--- src/rtl/sar_search_4bit.sv ---
// Successive-approximation controller driving a magnitude comparator's B input.
// Resolves one bit of the comparator's A operand per clock, with early exit on equality.
module sar_search_4bit #(
  parameter int WIDTH = 4
) (
  input  logic             clk,
  input  logic             rst_n,
  input  logic             start,
  input  logic             cmp_greater,
  input  logic             cmp_equal,
  input  logic             cmp_less,
  output logic [WIDTH-1:0] trial,
  output logic             busy,
  output logic             done,
  output logic [WIDTH-1:0] result,
  output logic             exact,
  output logic             err
);

  localparam int KW = (WIDTH > 2) ? $clog2(WIDTH) : 1;
  localparam logic [WIDTH-1:0] ONE_W   = {{(WIDTH-1){1'b0}}, 1'b1};
  localparam logic [WIDTH-1:0] ZERO_W  = {WIDTH{1'b0}};
  localparam logic [WIDTH-1:0] TOP_W   = ONE_W << (WIDTH-1);
  localparam logic [KW-1:0]    ZERO_K  = {KW{1'b0}};
  localparam logic [KW-1:0]    ONE_K   = KW'(1);
  localparam logic [KW-1:0]    TOP_K   = KW'(WIDTH-1);

  typedef enum logic [1:0] {
    S_IDLE   = 2'd0,
    S_SEARCH = 2'd1,
    S_DONE   = 2'd2
  } state_t;

  state_t           r_state;
  logic [WIDTH-1:0] r_trial;
  logic [KW-1:0]    r_bit;
  logic             r_busy;
  logic             r_done;
  logic [WIDTH-1:0] r_result;
  logic             r_exact;
  logic             r_err;

  logic [WIDTH-1:0] w_mask;
  logic [WIDTH-1:0] w_resolved;
  logic             w_onehot;

  assign w_mask = ONE_W << r_bit;

  // Flag sanity and the trial with the current bit decided by the comparator.
  always_comb begin
    w_onehot   = 1'b0;
    w_resolved = r_trial;
    case ({cmp_greater, cmp_equal, cmp_less})
      3'b100, 3'b010, 3'b001: w_onehot = 1'b1;
      default:                w_onehot = 1'b0;
    endcase
    if (cmp_less) begin
      w_resolved = r_trial & ~w_mask;
    end else begin
      w_resolved = r_trial;
    end
  end

  // Search FSM with all outputs registered.
  always_ff @(posedge clk) begin
    if (!rst_n) begin
      r_state  <= S_IDLE;
      r_trial  <= ZERO_W;
      r_bit    <= ZERO_K;
      r_busy   <= 1'b0;
      r_done   <= 1'b0;
      r_result <= ZERO_W;
      r_exact  <= 1'b0;
      r_err    <= 1'b0;
    end else begin
      case (r_state)
        S_IDLE: begin
          r_done <= 1'b0;
          if (start) begin
            r_state <= S_SEARCH;
            r_trial <= TOP_W;
            r_bit   <= TOP_K;
            r_err   <= 1'b0;
            r_busy  <= 1'b1;
          end else begin
            r_trial <= ZERO_W;
            r_busy  <= 1'b0;
          end
        end
        S_SEARCH: begin
          if (!w_onehot || cmp_equal || (r_bit == ZERO_K)) begin
            r_state <= S_DONE;
            r_done  <= 1'b1;
            r_busy  <= 1'b0;
            r_trial <= ZERO_W;
            if (!w_onehot) begin
              r_result <= r_trial;
              r_exact  <= 1'b0;
              r_err    <= 1'b1;
            end else if (cmp_equal) begin
              r_result <= r_trial;
              r_exact  <= 1'b1;
            end else begin
              r_result <= w_resolved;
              r_exact  <= 1'b0;
            end
          end else begin
            // Bit k is settled; tentatively set the next lower bit.
            r_trial <= w_resolved | (w_mask >> 1);
            r_bit   <= r_bit - ONE_K;
          end
        end
        S_DONE: begin
          r_state <= S_IDLE;
          r_done  <= 1'b0;
          r_busy  <= 1'b0;
          r_trial <= ZERO_W;
        end
        default: begin
          r_state <= S_IDLE;
          r_done  <= 1'b0;
          r_busy  <= 1'b0;
          r_trial <= ZERO_W;
        end
      endcase
    end
  end

  assign trial  = r_trial;
  assign busy   = r_busy;
  assign done   = r_done;
  assign result = r_result;
  assign exact  = r_exact;
  assign err    = r_err;

endmodule

--- config.mk ---
export PLATFORM = sky130hd
export DESIGN_NAME = sar_search_4bit
export DESIGN_NICKNAME = d
export VERILOG_FILES = /design/src/rtl/sar_search_4bit.sv
export SDC_FILE = /design/constraint.sdc
export NUM_CORES = 1
export LEC_CHECK = 0
export BUFFER_PORTS_ARGS = -buffer_cell sky130_fd_sc_hd__buf_2
export CORE_UTILIZATION = 45
export CTS_CLUSTER_SIZE = 16
export DETAILED_ROUTE_END_ITERATION = 10
export PLACE_DENSITY = 0.77
export SYNTH_ARGS = -nofsm -noshare
export SYNTH_HDL_FRONTEND = slang
export SYNTH_SLANG_ARGS = --single-unit
--- constraint.sdc ---
create_clock -name clk -period 4.8 [get_ports clk]
set_clock_uncertainty 0.15 [all_clocks]
set_input_delay 0.96 -clock clk [delete_from_list [all_inputs] [get_ports clk]]
set_output_delay 0.96 -clock clk [all_outputs]
set_load 0.05 [all_outputs]
== Yosys cells after proc, flatten, opt, wreduce, memory -nomap -nowiden ==
Cells that the tools add are included.
Cells by class
  shift operators: 1
  multiplexer cells: 22
  reductions and logical operators: 12
  bitwise gates (word level): 3
  $add $sub $neg: 1
  eq/ne operators: 8
Operators with widths (count)
  $mux 4: 5
  $mux 1: 8
  $mux 2: 4
  $ne 2x2->1 const B: 4
  $pmux 2 s2: 2
  $pmux 4 s2: 1
  $reduce_and 2->1: 3
  $and 4x4->4: 1
  $logic_not 2->1: 2
  $not 4->4: 1
  $or 4x3->4: 1
  $pmux 1 s2: 2
  $reduce_and 4->1: 1
  $shl 1x2->4 const A: 1
  $eq 3x1->1 const B: 1
  $eq 3x2->1 const B: 1
  $eq 3x3->1 const B: 1
  $reduce_and 3->1: 1
  $reduce_or 3->1: 1
  $eq 2x1->1 const B: 1
  $logic_or 1x1->1: 2
  $reduce_bool 2->1: 1
  $sub 2x1->2 const B: 1
  $logic_not 1->1: 1
Storage, ports and cells
  input port bits: 6
  flip-flop bits (word level): 16
  logic and storage cells: 55
  output and inout port bits: 12

== Depth between registers and ports, before layout ==
  depth after elaboration: 8
  gate-level depth with buffers: 5
  depth with buffers taken out: 5

== Worst setup path before layout ==
OpenSTA, ideal clock, no wires.
  path kind: input port to flip-flop
  start: input port cmp_less
  end: register r_bit[1]
  setup slack: 2833 ps
  data arrival time: 1729 ps
  stages on the path: 4
  required time: 4562 ps
  path buffers: 1
  cell sequence: buf_4 > xor2_4 > and2_1 > a311oi_2
On the way
  cells in the longest elaborated chain, start to end: 8
  elaborated cells between the ends (all ways): 10
  those cells by class: 4 x eq/ne; 1 x mux; 5 x reduce/logical
RTL lines
  start, declared: RTL line 11  | input logic cmp_less,
  $eq 3x3->1 (tied with other cells): RTL line 53  | case ({cmp_greater, cmp_equal, cmp_less})
  $reduce_or 3->1 (*): RTL line 53
  $mux 1 (*): RTL line 53
  $logic_not 1->1 (*)
  $logic_or 1x1->1 (*) (2 in a row): RTL line 91  | if (!w_onehot || cmp_equal || (r_bit == ZERO_K)) begin
  $ne 2x2->1 (no source line) (*)
  $reduce_and 3->1 (no source line) (*)
  end signal, assigned: RTL line 110  | r_bit <= r_bit - ONE_K;
  end, declared: RTL line 36  | logic [KW-1:0] r_bit;
Every way passes the cells marked *; elsewhere a longest branch is shown, timed or not.
A chain may end at the register's enable or synchronous reset.

== Final worst setup path ==
  start: register r_trial[1], in the netlist trial[1]
  end: output port trial[1]
RTL lines
  start, declared: RTL line 35  | logic [WIDTH-1:0] r_trial;
  start signal, assigned: RTL line 109  | r_trial <= w_resolved | (w_mask >> 1);
  end, declared: RTL line 12  | output logic [WIDTH-1:0] trial,
No word-level cell between the ends.

==> impl_metrics.env <==
export IMPL_status="finished with violations"
export IMPL_violations="DRC"
export IMPL_crit_type="register to primary output"
export IMPL_endpoint_kind="primary output"
export IMPL_grt_pass1_wl_mm=2.442
export IMPL_max_clock_path_buffers=2
export IMPL_tritoncts="yes"
export IMPL_drtPass1Iterations=9
export IMPL_clock_fmax_mhz=487.7
export IMPL_drive_gt1_frac=0.2626
export IMPL_wl_mm=1.501
export IMPL_clk_pin_slew_ps=100
export IMPL_synth_top_area_share=0.4000
export IMPL_cts_buffers=3
export IMPL_die_width_um=44.19
export IMPL_fin_setup_tns_ps=0
export IMPL_fin_util=0.5857
export IMPL_hp_class="register to register"
export IMPL_antenna_found_initial=0
export IMPL_grt_max_degree=16
export IMPL_nFillCells=157
export IMPL_period_share=0.4272
export IMPL_ys_warn_count=0
export IMPL_dr_total_vias=658
export IMPL_ir_worst_vdd_mv=0.1648
export IMPL_postCtsHoldBufs=0
export IMPL_synth_seq_cells=16
export IMPL_path_cells="buf_2"
export IMPL_clkLatencyLatePin_ps=290
export IMPL_drv_cap=0
export IMPL_async_reset_ff_frac=0
export IMPL_cts_setup_buffers=0
export IMPL_hold_viol_final=0
export IMPL_grt_overflow=0
export IMPL_die_h_um=44.19
export IMPL_synth_ff_type="dfxtp_1"
export IMPL_yosys_top_cells_area="dfxtp_1 (40%), ha_1 (6.3%), mux2i_1 (5.0%)"
export IMPL_ys_types=30
export IMPL_num_rows=14
export IMPL_powerDensity_nw_per_um2=309.0
export IMPL_postSynthAreaPerCell_um2=9.886
export IMPL_slowest_delay_ps=370
export IMPL_h_tree_depth=1
export IMPL_rsz0062_at_grt="no"
export IMPL_cts_sinks=16
export IMPL_layout_common_cells="buf_2 (17), dfxtp_1 (16), nand2_1 (9)"
export IMPL_cp_max_fo=3
export IMPL_relSlewSlack=0.7505
export IMPL_diodes=0
export IMPL_drt_first_iter_violations=12
export IMPL_start_util=0.5079
export IMPL_cp_data_required_time_ps=3690
export IMPL_routabilityCongestion=0.7648
export IMPL_netlist_area_um2=800.8
export IMPL_period_needed_ps=2050
export IMPL_yosysSeqAreaShare=0.4000
export IMPL_clock_root_buffer="clkbuf_4"
export IMPL_cp_arrival_ps=940
export IMPL_yosysTopAreaCell="dfxtp_1"
export IMPL_syn_num_nets=91
export IMPL_nNetsFinal=110
export IMPL_slowest_stage="dfxtp_1"
export IMPL_die_area_um2=1952
export IMPL_syn_to_final_growth_pct=15.31
export IMPL_crit_family="flip-flops"
export IMPL_ctsResizeCount=0
export IMPL_final_common_cell="buf_2"
export IMPL_grt_usage=0.1710
export IMPL_wl_per_cell_um=13.05
export IMPL_setup_viol=0
export IMPL_io_pins=18
export IMPL_grt_pass1_vias=571
export IMPL_slew_violations=0
export IMPL_p_leak_nw=0.3910
export IMPL_critPathLaunchType="register"
export IMPL_synth_edff_count=0
export IMPL_worst_path_buf_inv=1
export IMPL_core_um2=1577
export IMPL_fin_total_pwr_w=0.0002853
export IMPL_routed_via_density=5.722
export IMPL_worst_slew_pin_slew_ps=372.7
export IMPL_port_buffers=17
export IMPL_synthCells=81
export IMPL_ant_nets=0
export IMPL_hold_slack_ps=308.7
export IMPL_drc=1
metrics by stage:
stage	cells	setup WS [ps]	area, µm²
6_report	115	2750	923.4
5_1_grt	115	2696	923.4
4_1_cts	115	2746	923.4
3_5_place_dp	111	2679	887.1
3_3_place_gp	111	2724	887.1
2_1_floorplan	81	2833	800.8
where the power goes:
part	internal (W)	switching, W	total [W]
registers	0.000138	0.00000476	0.000143
clock network	0.0000463	0.0000438	0.0000901
logic	0.0000186	0.0000339	0.0000525
Yosys cell counts, types with 2 or more instances:
master	instances
o311ai_0	4
inv_1	7
nand2b_1	2
and2_1	2
ha_1	4
buf_4	2
nor2_1	5
a211oi_1	3
mux2i_1	4
a21oi_1	4
nand2_1	9
a31oi_1	2
dfxtp_1	16
logic make-up (layout without fill, tap and decap cells):
group | after synthesis | after routing | share of synthesized area
simple gates | 25 | 25 | 0.1828
compound gates | 20 | 20 | 0.2031
flops | 16 | 16 | 0.4000
buf+inv | 10 | 28 | 0.05625
fa+ha+maj | 4 | 4 | 0.06250
mux | 4 | 4 | 0.05000
xor+xnor | 2 | 2 | 0.04532
per-layer routing:
| metal | GRT usage | vias up | share of wire |
|---|---|---|---|
| met5 | 0 | - | 0 |
| met4 | 0.06061 | 0 | 0.0053 |
| met3 | 0.06122 | 2 | 0.071 |
| met2 | 0.2735 | 26 | 0.47 |
| met1 | 0.2121 | 307 | 0.45 |
| li1 | - | 323 | - |
flip-flops by register name (all words and copies together) (netlist names):
register,flops
r_bit,2
exact,1
r_state,2
done,1
trial,4
busy,1
err,1
result,4
final timing paths:
| path | start | to | slack, ps | cells after the start |
|---|---|---|---|---|
| setup / recovery | trial[1] | trial[1] | 2750 | 1 |
| hold / removal | exact | exact | 310 | 2 |
| setup reg to reg | r_bit[0] | r_bit[1] | 3020 | 5 |
| hold reg to reg | exact | exact | 310 | 2 |
cell type report:
type | instances | area, µm² | share of cell area
clock buffer | 4 | 36.28 | 0.03930
multi-input combinational | 55 | 435.4 | 0.4715
timing repair buffer | 17 | 85.08 | 0.09214
tap | 16 | 20.02 | 0.02168
sequential | 16 | 320.3 | 0.3469
inverter | 7 | 26.28 | 0.02846
worst reg2reg max path: stages (launching register included):
cell and delay (ps):
dfxtp_1 410, inv_1 90, ha_1 270, nor4b_4 370, a211oi_1 160, a311oi_2 250
(Power assumes the default switching activity.)
